File: src/rtl/rsa_pkg.sv
// rsa_pkg: shared definitions for the RSA engine sharing arbiter.
//   - default word width and WAIT timeout length
//   - FSM state encoding used by rsa_share_arbiter
package rsa_pkg;

  localparam int unsigned DefWordSize      = 8;
  localparam int unsigned DefTimeoutCycles = 1024;

  typedef enum logic [1:0] {
    ST_IDLE  = 2'd0,
    ST_ISSUE = 2'd1,
    ST_WAIT  = 2'd2,
    ST_RESP  = 2'd3
  } rsa_state_e;

endpackage

File: src/rtl/rsa_share_arbiter_rr_select.sv
// rr_select: combinational round-robin picker.
//   req     : request vector
//   pointer : index of the last granted requester
//   index   : first requester with req high, searching upward from pointer+1
//   found   : high when any request is pending
module rr_select #(
  parameter int unsigned NumReq = 4,
  parameter int unsigned IdxW   = 2
) (
  input  logic [NumReq-1:0] req,
  input  logic [IdxW-1:0]   pointer,
  output logic [IdxW-1:0]   index,
  output logic              found
);

  always_comb begin
    int unsigned cand;
    cand  = 0;
    index = '0;
    found = 1'b0;
    // k runs 1..NumReq so the last grant itself is the lowest-priority candidate.
    for (int unsigned k = 1; k <= NumReq; k++) begin
      cand = (pointer + k) % NumReq;
      if (!found && req[IdxW'(cand)]) begin
        found = 1'b1;
        index = IdxW'(cand);
      end
    end
  end

endmodule

File: src/rtl/rsa_share_arbiter.sv
// rsa_share_arbiter: shares one modular-exponentiation engine among NumReq
// requesters using round-robin arbitration.
//   clk, reset                  : clock, synchronous active-high reset
//   req / req_text/key/mod      : per-requester level request and packed operands
//   ack, resp_text, resp_err    : one-cycle completion pulse and its result
//   eng_text/key/mod, eng_go    : registered operands and start pulse to engine
//   eng_done, eng_result        : engine completion pulse and result
//   busy, grant_id              : activity flag and current/last granted index
module rsa_share_arbiter
  import rsa_pkg::*;
#(
  parameter int unsigned WordSize      = DefWordSize,
  parameter int unsigned NumReq        = 4,
  parameter int unsigned TimeoutCycles = DefTimeoutCycles,
  localparam int unsigned IdxW = (NumReq > 1) ? $clog2(NumReq) : 1,
  localparam int unsigned CntW = (TimeoutCycles > 1) ? $clog2(TimeoutCycles) : 1
) (
  input  logic                       clk,
  input  logic                       reset,
  input  logic [NumReq-1:0]          req,
  input  logic [NumReq*WordSize-1:0] req_text,
  input  logic [NumReq*WordSize-1:0] req_key,
  input  logic [NumReq*WordSize-1:0] req_mod,
  output logic [NumReq-1:0]          ack,
  output logic [WordSize-1:0]        resp_text,
  output logic                       resp_err,
  output logic [WordSize-1:0]        eng_text,
  output logic [WordSize-1:0]        eng_key,
  output logic [WordSize-1:0]        eng_mod,
  output logic                       eng_go,
  input  logic                       eng_done,
  input  logic [WordSize-1:0]        eng_result,
  output logic                       busy,
  output logic [IdxW-1:0]            grant_id
);

  localparam logic [CntW-1:0] CntLast = CntW'(TimeoutCycles - 1);

  rsa_state_e          state_q, state_d;
  logic [IdxW-1:0]     rr_ptr, rr_ptr_d;
  logic [IdxW-1:0]     grant_d;
  logic [CntW-1:0]     cnt_q, cnt_d;
  logic [WordSize-1:0] eng_text_d, eng_key_d, eng_mod_d;
  logic [WordSize-1:0] resp_text_d;
  logic                resp_err_d;

  logic [IdxW-1:0]     sel_idx;
  logic                sel_found;
  logic [WordSize-1:0] sel_text, sel_key, sel_mod;

  rr_select #(
    .NumReq (NumReq),
    .IdxW   (IdxW)
  ) u_rr_select (
    .req     (req),
    .pointer (rr_ptr),
    .index   (sel_idx),
    .found   (sel_found)
  );

  assign sel_text = req_text[sel_idx*WordSize +: WordSize];
  assign sel_key  = req_key [sel_idx*WordSize +: WordSize];
  assign sel_mod  = req_mod [sel_idx*WordSize +: WordSize];

  assign eng_go = (state_q == ST_ISSUE);
  assign busy   = (state_q != ST_IDLE);

  always_comb begin
    ack = '0;
    if (state_q == ST_RESP) ack[grant_id] = 1'b1;
  end

  always_comb begin
    state_d     = state_q;
    rr_ptr_d    = rr_ptr;
    grant_d     = grant_id;
    cnt_d       = cnt_q;
    eng_text_d  = eng_text;
    eng_key_d   = eng_key;
    eng_mod_d   = eng_mod;
    resp_text_d = resp_text;
    resp_err_d  = resp_err;
    case (state_q)
      ST_IDLE: begin
        if (sel_found) begin
          grant_d    = sel_idx;
          eng_text_d = sel_text;
          eng_key_d  = sel_key;
          eng_mod_d  = sel_mod;
          // Modulus 0 or 1 is meaningless: answer with an error, skip the engine.
          if (sel_mod[WordSize-1:1] == '0) begin
            state_d     = ST_RESP;
            resp_text_d = '0;
            resp_err_d  = 1'b1;
          end else begin
            state_d = ST_ISSUE;
          end
        end
      end
      ST_ISSUE: begin
        state_d = ST_WAIT;
        cnt_d   = '0;
      end
      ST_WAIT: begin
        // Done is tested first so it beats the timeout on the terminal cycle.
        if (eng_done) begin
          state_d     = ST_RESP;
          resp_text_d = eng_result;
          resp_err_d  = 1'b0;
        end else if (cnt_q == CntLast) begin
          state_d     = ST_RESP;
          resp_text_d = '0;
          resp_err_d  = 1'b1;
        end else begin
          cnt_d = cnt_q + 1'b1;
        end
      end
      ST_RESP: begin
        rr_ptr_d = grant_id;
        state_d  = ST_IDLE;
      end
      default: state_d = ST_IDLE;
    endcase
  end

  always_ff @(posedge clk) begin
    if (reset) begin
      state_q   <= ST_IDLE;
      rr_ptr    <= IdxW'(NumReq - 1);
      grant_id  <= '0;
      cnt_q     <= '0;
      eng_text  <= '0;
      eng_key   <= '0;
      eng_mod   <= '0;
      resp_text <= '0;
      resp_err  <= 1'b0;
    end else begin
      state_q   <= state_d;
      rr_ptr    <= rr_ptr_d;
      grant_id  <= grant_d;
      cnt_q     <= cnt_d;
      eng_text  <= eng_text_d;
      eng_key   <= eng_key_d;
      eng_mod   <= eng_mod_d;
      resp_text <= resp_text_d;
      resp_err  <= resp_err_d;
    end
  end

endmodule

File: config.mk
export PLATFORM = sky130hd
export DESIGN_NAME = rsa_share_arbiter
export DESIGN_NICKNAME = d
export VERILOG_FILES = /design/src/rtl/rsa_pkg.sv /design/src/rtl/rsa_share_arbiter_rr_select.sv /design/src/rtl/rsa_share_arbiter.sv
export SDC_FILE = /design/constraint.sdc
export NUM_CORES = 1
export LEC_CHECK = 0
export ABC_AREA = 1
export CAP_MARGIN = 20
export CORE_MARGIN = 10
export CORE_UTILIZATION = 43
export CTS_BUF_LIST = sky130_fd_sc_hd__clkbuf_8
export DETAILED_ROUTE_END_ITERATION = 10
export PLACE_DENSITY = 0.84
export SLEW_MARGIN = 15
export SYNTH_ARGS = -nofsm -noshare
export SYNTH_HDL_FRONTEND = slang
export SYNTH_SLANG_ARGS = --single-unit
export TNS_END_PERCENT = 1
File: constraint.sdc
create_clock -name clk -period 2.8 [get_ports clk]
set_input_delay 0.28 -clock clk [delete_from_list [all_inputs] [get_ports clk]]
set_output_delay 0.28 -clock clk [all_outputs]
set_load 0.005 [all_outputs]
## Yosys cells after proc, flatten, opt, wreduce, memory -nomap -nowiden

Index checks and enable logic that the tools add are counted.

- $add $sub $neg: 5
- Multipliers: 0
- Div/mod/pow operators: 0
- $lt $le $gt $ge: 6
- Equality and inequality tests: 9
- Shift operators: 3
- Muxes and demuxes: 37
- Bitwise gates (word level): 0
- Reductions and logical operators: 16

Operator list:

| cell | number |
|---|---|
| 32-bit by 6-bit variable part select with 8-bit output | 3 |
| 8-bit two-way mux | 4 |
| 10-bit two-way mux | 2 |
| 10-bit case mux with 2 select lines | 1 |
| 2-bit two-way mux | 8 |
| 8-bit case mux with 2 select lines | 1 |
| 2-bit by 3-bit < comparator with 1-bit output (second input constant) | 5 |
| 1-bit two-way mux | 13 |
| 10-bit by 1-bit adder with 10-bit output (second input constant) | 1 |
| 10-bit == test (second input constant) | 1 |
| 1-bit binary-select mux with 2-bit select | 4 |
| 2-bit inequality test (second input constant) | 4 |
| 2-bit case mux with 4 select lines | 1 |
| 7-bit zero test | 1 |
| 2-bit nonzero test | 3 |
| 2-bit by 1-bit adder with 2-bit output (second input constant) | 2 |
| 2-bit adder (second input constant) | 2 |
| 2-bit == test (second input constant) | 2 |
| 1-bit logical AND | 4 |
| 4-bit two-way mux | 1 |
| 2-bit AND reduction | 2 |
| 4-bit AND reduction | 1 |
| 1-bit zero test | 3 |
| 3-bit inequality test (second input constant) | 1 |
| 6 further kinds | 6 |

- Flip-flop bits (word level): 49
- Latch bits: 0
- Memory bits (writable): 0
- ROM bits: 0
- Output and inout bits: 41
- Memories: 0

## Depth between registers and ports, before layout

Gate-level depths: netlist of the first run.

- Word-level depth: 18
- Gate-level depth with buffers: 23
- Mapped depth without buffers: 22

## By module

A second synthesis of the first run with hierarchy kept.

- Cell total of the unflattened synthesis: 520
- Area, all modules: 3135.5 um2

By module, submodules not included:

| module | times used | cells an instance | area each (um2) |
|---|---|---|---|
| rsa_share_arbiter | 1 | 468 | 2864.0 |
| rr_select | 1 | 52 | 271.5 |

## Worst setup path before layout of the first run

OpenSTA, ideal clock, no wires.

- Path type: register to register
- From: reg rr_ptr[0]
- To: reg resp_err
- Setup time: 132 ps
- Arrival time: 1959 ps
- Data required time: 2668 ps
- Slack: 709 ps
- Cell stages (with the launch flop): 22
- Path buffers: 2
- Clock period less this slack: 2091 ps
- Path through: dfxtp_1 -> buf_6 -> inv_6 -> nand2_2 -> nand2_1 -> nand2_1 -> nand2_1 -> nor2_4 -> nand3_2 -> nand2_2 -> nand2_4 -> buf_6 -> nand2_1 -> nand3_1 -> nand2_1 -> nand2_2 -> nor2_4 -> nand2_4 -> nand2_8 -> nand2_4 -> nand2_1 -> a21oi_1

- Word-level cells in the longest chain between the ends: 17
- Elaborated cells on any way between the ends: 31
- Classes of those cells: add/sub: 4; eq/ne: 2; shift: 1; mux: 16; reduce/logical: 8

RTL lines:

| element | RTL line | source |
|---|---|---|
| from (decl) | rsa_share_arbiter.sv:40 | `logic [IdxW-1:0] rr_ptr, rr_ptr_d;` |
| from (signal assigned) | rsa_share_arbiter.sv:129 | `rr_ptr <= IdxW'(NumReq - 1);` |
| from (signal assigned) | rsa_share_arbiter.sv:139 | `rr_ptr <= rr_ptr_d;` |
| 2-bit by 1-bit adder with 2-bit output | rsa_share_arbiter_rr_select.sv:23 | `cand = (pointer + k) % NumReq;` |
| 1-bit binary-select mux with 2-bit select | rsa_share_arbiter_rr_select.sv:24 | `if (!found && req[IdxW'(cand)]) begin` |
| 1-bit two-way mux (implied by the code) | rsa_share_arbiter_rr_select.sv:24 |  |
| 1-bit two-way mux | rsa_share_arbiter_rr_select.sv:24 |  |
| 1-bit zero test | rsa_share_arbiter_rr_select.sv:24 |  |
| 1-bit logical AND | rsa_share_arbiter_rr_select.sv:24 |  |
| 1-bit two-way mux | rsa_share_arbiter_rr_select.sv:24 |  |
| 1-bit zero test | rsa_share_arbiter_rr_select.sv:24 |  |
| 1-bit logical AND | rsa_share_arbiter_rr_select.sv:24 |  |
| 1-bit two-way mux | rsa_share_arbiter_rr_select.sv:24 |  |
| 1-bit zero test | rsa_share_arbiter_rr_select.sv:24 |  |
| 1-bit logical AND | rsa_share_arbiter_rr_select.sv:24 |  |
| 2-bit two-way mux | rsa_share_arbiter_rr_select.sv:24 |  |
| 32-bit by 6-bit variable part select with 8-bit output | rsa_share_arbiter.sv:63 | `assign sel_mod = req_mod [sel_idx*WordSize +: WordSize];` |
| 7-bit zero test | rsa_share_arbiter.sv:91 | `if (sel_mod[WordSize-1:1] == '0) begin` |
| 2-bit inequality test (no line) | -- |  |
| 4-bit AND reduction (no line) * | -- |  |
| to (signal assigned) | rsa_share_arbiter.sv:146 | `resp_err <= resp_err_d;` |
| to (decl) | rsa_share_arbiter.sv:26 | `output logic resp_err,` |

Mark *: on every way between the ends. The rest lies on a longest branch, timed or not. The select of a mux whose other input is x is not followed.
A chain may end at the register's enable or synchronous reset.

## Worst setup path in the final report of the first run

- From: reg rr_ptr[1]
- To: reg resp_text[6]

- Word-level cells in the longest chain between the ends: 17
- Elaborated cells on any way between the ends: 31
- Classes of those cells: add/sub: 4; eq/ne: 2; shift: 1; mux: 16; reduce/logical: 8

RTL lines:

| element | RTL line | source |
|---|---|---|
| 2-bit by 1-bit adder with 2-bit output | rsa_share_arbiter_rr_select.sv:23 |  |
| 1-bit binary-select mux with 2-bit select | rsa_share_arbiter_rr_select.sv:24 |  |
| 1-bit two-way mux (implied by the code) | rsa_share_arbiter_rr_select.sv:24 |  |
| 1-bit two-way mux | rsa_share_arbiter_rr_select.sv:24 |  |
| 1-bit zero test | rsa_share_arbiter_rr_select.sv:24 |  |
| 1-bit logical AND | rsa_share_arbiter_rr_select.sv:24 |  |
| 1-bit two-way mux | rsa_share_arbiter_rr_select.sv:24 |  |
| 1-bit zero test | rsa_share_arbiter_rr_select.sv:24 |  |
| 1-bit logical AND | rsa_share_arbiter_rr_select.sv:24 |  |
| 1-bit two-way mux | rsa_share_arbiter_rr_select.sv:24 |  |
| 1-bit zero test | rsa_share_arbiter_rr_select.sv:24 |  |
| 1-bit logical AND | rsa_share_arbiter_rr_select.sv:24 |  |
| 2-bit two-way mux | rsa_share_arbiter_rr_select.sv:24 |  |
| 32-bit by 6-bit variable part select with 8-bit output | rsa_share_arbiter.sv:63 |  |
| 7-bit zero test | rsa_share_arbiter.sv:91 |  |
| 2-bit inequality test (no line) | -- |  |
| 4-bit AND reduction (no line) * | -- |  |
| to (signal assigned) | rsa_share_arbiter.sv:145 | `resp_text <= resp_text_d;` |
| to (decl) | rsa_share_arbiter.sv:25 | `output logic [WordSize-1:0] resp_text,` |

Marks and branches as above.

==> run summary, run 1 <==
* max-slew headroom at the worst pin: 0.6152
* clock latency of the later-clocked register in the worst-skew pair: 0.30 ns
* outcome: finished clean
* remaining antenna violation count: 0
* standard-cell rows: 31
* buffers inserted during post-CTS setup optimization: 0
* total area of multi-input combinational cells: 1897 sq um
* net count of the finished layout: 770
* net count after synthesis: 625
* TritonCTS clock tree: yes
* Fmax: 410.8 MHz
* number of distinct library cell variants in the gate-level netlist after synthesis: 34
* effective utilization at floorplan: 0.4402
* dominant combinational cell family by area after synthesis: simple AND/OR/NAND/NOR gates
* category of the worst setup path launch point: flip-flop
* overall power: 4377 uW
* via count of the first global-routing pass: 3459
* post-synthesis sequential element count: 49
* routed len/inst: 15.09 microns
* overall die height: 106.2 microns
* CTS Sinks: 49
* Mapped Avg Cell Area: 6.286 sq um
* CTS root buffer: clkbuf_8
* first-pass GRT wire length: 18020 microns
* proportion of synthesized chip area in sequential cells: 0.3072
* Top Family by Delay on Critical Path: simple AND/OR/NAND/NOR gates
* largest net degree at the start of global routing: 35
* flip-flop and latch area: 982.2 sq um
* type of destination of the critical path: flip-flop
* Resize count post-CTS: 0
* hold violation total from the final report: 0
* ratio of cells with drive above 1 in the final layout: 0.07339
* clock transition at the registers of the reported paths: 0.10 ns
* DR pass1 iterations: 5
* biggest fanout along the worst timing path: 10
* synthesis-to-finish area growth: 53.49%
* DR iter-0 viols: 208
* pwr dens: 893.1 nW/um^2
* Remaining DRCs: 0
* cell leakage power: 0.002155 uW
* vias post-DR: 3818
* Post-Synthesis Cell Area: 3193 sq um
* final critical path time including I/O delays and setup: 2.434 ns
* Final Skew: 0.01363 ns
* Total GRT Usage: 0.1910
* unrepaired setup endpoints after global routing: no
* required time reported for the critical path endpoint: 3.04 ns
* I/O Buffers: 151
* ratio of final minimum period to clock period: 0.8694
* max-cap violation count: 0
* CTS Buf Count: 5
* Total Routed Length: 11380 microns
* detailed-placement wirelength estimate: 9072 microns
* parity-gate share of the synthesized area counting xor and xnor cells: 0.005486
* critical path type: flip-flop to flip-flop
* fillcell total: 622
* Core Util, Final: 0.6757
* Fin Setup TNS: 0 ns
* number of instances in the synthesized netlist: 508
* Synth Area in Compound Gates: 0.1618
* leading cell type in the layout, fill and taps excluded: clkdlybuf4s50_1
* Congestion Overflow GR: 0
* transition time at the pin with the least slew margin: 0.5755 ns
* number of placed cells counting well taps: 745
* total of endpoints with negative setup slack in the final report: 0
* Max stage delay cell, worst path: dfxtp_1
* post-synthesis share of cell area spent on full adders, half adders and majority gates: 0.02351
* area share of and/or/nand/nor cells after synthesis: 0.4009
* critical path's largest stage delay: 0.45 ns
* Hold Buf Count CTS: 0
* antenna violations before repair: 1
* placer congestion estimate: 0.9697
* Layout Cells excl Fill: 754
* highest-count cells in the layout ignoring fill and taps: clkdlybuf4s50_1, nand2_1, nor2_1
* CP arrival: 2.67 ns
* CTS Buffer Depth: 2
* final count of pins violating max slew: 0
* core region area: 7253 sq um
* list of cells traversed by the critical path: inv_2 -> nand2_1 -> nand2_2 -> nand2_1 -> nand2_2 -> o21ai_1 -> nand2_1 -> a21oi_4 -> nand3_1 -> nand2_1 -> nand2_1 -> nor2_2 -> nand2_4 -> nand2_8 -> nand2_4 -> nand2_1 -> nand2_1 -> nor2_1
* Top cell by count, worst path: nand2_1
* ports placed on the boundary: 152
* worst min path class: flip-flop to flip-flop
* CP bufs+invs: 1
* share of synthesized area spent on multiplexers: 0
* via-per-instance ratio: 5.064
* die outline area: 11270 sq um
* Yosys warning count: 0
* die width: 106.2 microns
* worst supply voltage drop on vdd: 0.0005277 V
* htree depth: 2
-- worst register-to-register path, delay by kind of cell, from the launching register on --
family	cells	cell delay, ns
AND/OR/NAND/NOR	15	1.39
flip-flops	1	0.45
AO/OA/AOI/OAI	2	0.44
buffers and inverters	1	0.11
-- routing by layer --
metal / part of all wire / global-route usage / vias up
li1: - / - / 1944
met1: 0.43 / 0.2283 / 1740
met2: 0.51 / 0.3410 / 121
met3: 0.052 / 0.03019 / 13
met4: 0.016 / 0.05996 / 0
met5: 0 / 0 / -
-- state kept, by name, indices dropped and copies added (netlist names) --
register and cells:
eng_mod 8, grant_id 2, resp_err 1, state_q 2, eng_text 8, resp_text 8
cnt_q 10, rr_ptr 2, eng_key 8
-- cell families after synthesis --
group	after synthesis
compound gates	86
flops	49
fa+ha+maj	6
simple gates	290
xor+xnor	2
buf+inv	75
-- metrics by stage --
stage	hold WS (ns)	worst slack, ns	instance area [sq um]
2_1_floorplan	0.3491	0.7091	3193
3_3_place_gp	0.4514	0.2206	4785
3_5_place_dp	0.4631	0.1302	4785
4_1_cts	0.4764	0.2554	4890
5_1_grt	0.5013	0.06893	4901
6_report	0.4707	0.3658	4901
-- worst paths after layout --
check,start,endpoint,slack (ns),cells past startpoint
worst max register to register,rr_ptr[1],resp_text[6],0.37,18
worst max-delay path,rr_ptr[1],resp_text[6],0.37,18
worst min register to register,resp_text[3],resp_text[3],0.47,2
worst min-delay path,resp_text[3],resp_text[3],0.47,2
-- synthesized netlist by cell type (all sizes together) --
| library cell | count | share of area |
|---|---|---|
| a21o | 1 | 0.0024 |
| a21oi | 16 | 0.030 |
| and3 | 1 | 0.0020 |
| buf | 11 | 0.024 |
| clkbuf | 13 | 0.015 |
| clkinv | 1 | 0.0012 |
| dfxtp | 49 | 0.31 |
| ha | 6 | 0.024 |
| inv | 50 | 0.060 |
| nand2 | 124 | 0.17 |
| nand3 | 58 | 0.092 |
| nand4 | 2 | 0.0039 |
| nor2 | 96 | 0.12 |
| nor3 | 6 | 0.0094 |
| nor3b | 2 | 0.0047 |
| nor4 | 1 | 0.0020 |
| o211ai | 25 | 0.059 |
| o21ai | 43 | 0.069 |
| o31ai | 1 | 0.0024 |
| xor2 | 2 | 0.0055 |
-- final cells by class --
type                    count  share of cell area
multi-input cells         384              0.3870
repair buffers            162              0.3252
flip-flops and latches     49              0.2004
inverters                  51             0.04008
well taps                  99             0.02527
clock buffers               7             0.01966
clock inverters             1            0.001787
diodes                      1           0.0005106
-- where the power goes --
| part | total (uW) | switching (uW) | internal [uW] |
|---|---|---|---|
| registers | 1050 | 132 | 919 |
| logic | 2860 | 1650 | 1210 |
| clock network | 468 | 240 | 229 |
No activity file was read; power rests on OpenSTA's default activity.
==> run 2: changes to the inputs <==
--- a/config.mk
+++ b/config.mk
@@ -12,7 +12,6 @@
 export CTS_BUF_LIST = sky130_fd_sc_hd__clkbuf_8
 export DETAILED_ROUTE_END_ITERATION = 10
 export PLACE_DENSITY = 0.84
-export SLEW_MARGIN = 15
 export SYNTH_ARGS = -nofsm -noshare
 export SYNTH_HDL_FRONTEND = slang
 export SYNTH_SLANG_ARGS = --single-unit
==> results of run 2 <==
Final layout, timing and power as in run 1 (identical DEF).
==> run 3: changes to the inputs <==
--- a/config.mk
+++ b/config.mk
@@ -6,7 +6,6 @@
 export NUM_CORES = 1
 export LEC_CHECK = 0
 export ABC_AREA = 1
-export CAP_MARGIN = 20
 export CORE_MARGIN = 10
 export CORE_UTILIZATION = 43
 export CTS_BUF_LIST = sky130_fd_sc_hd__clkbuf_8
==> results of run 3 <==
Final layout, timing and power as in run 1 (identical DEF).
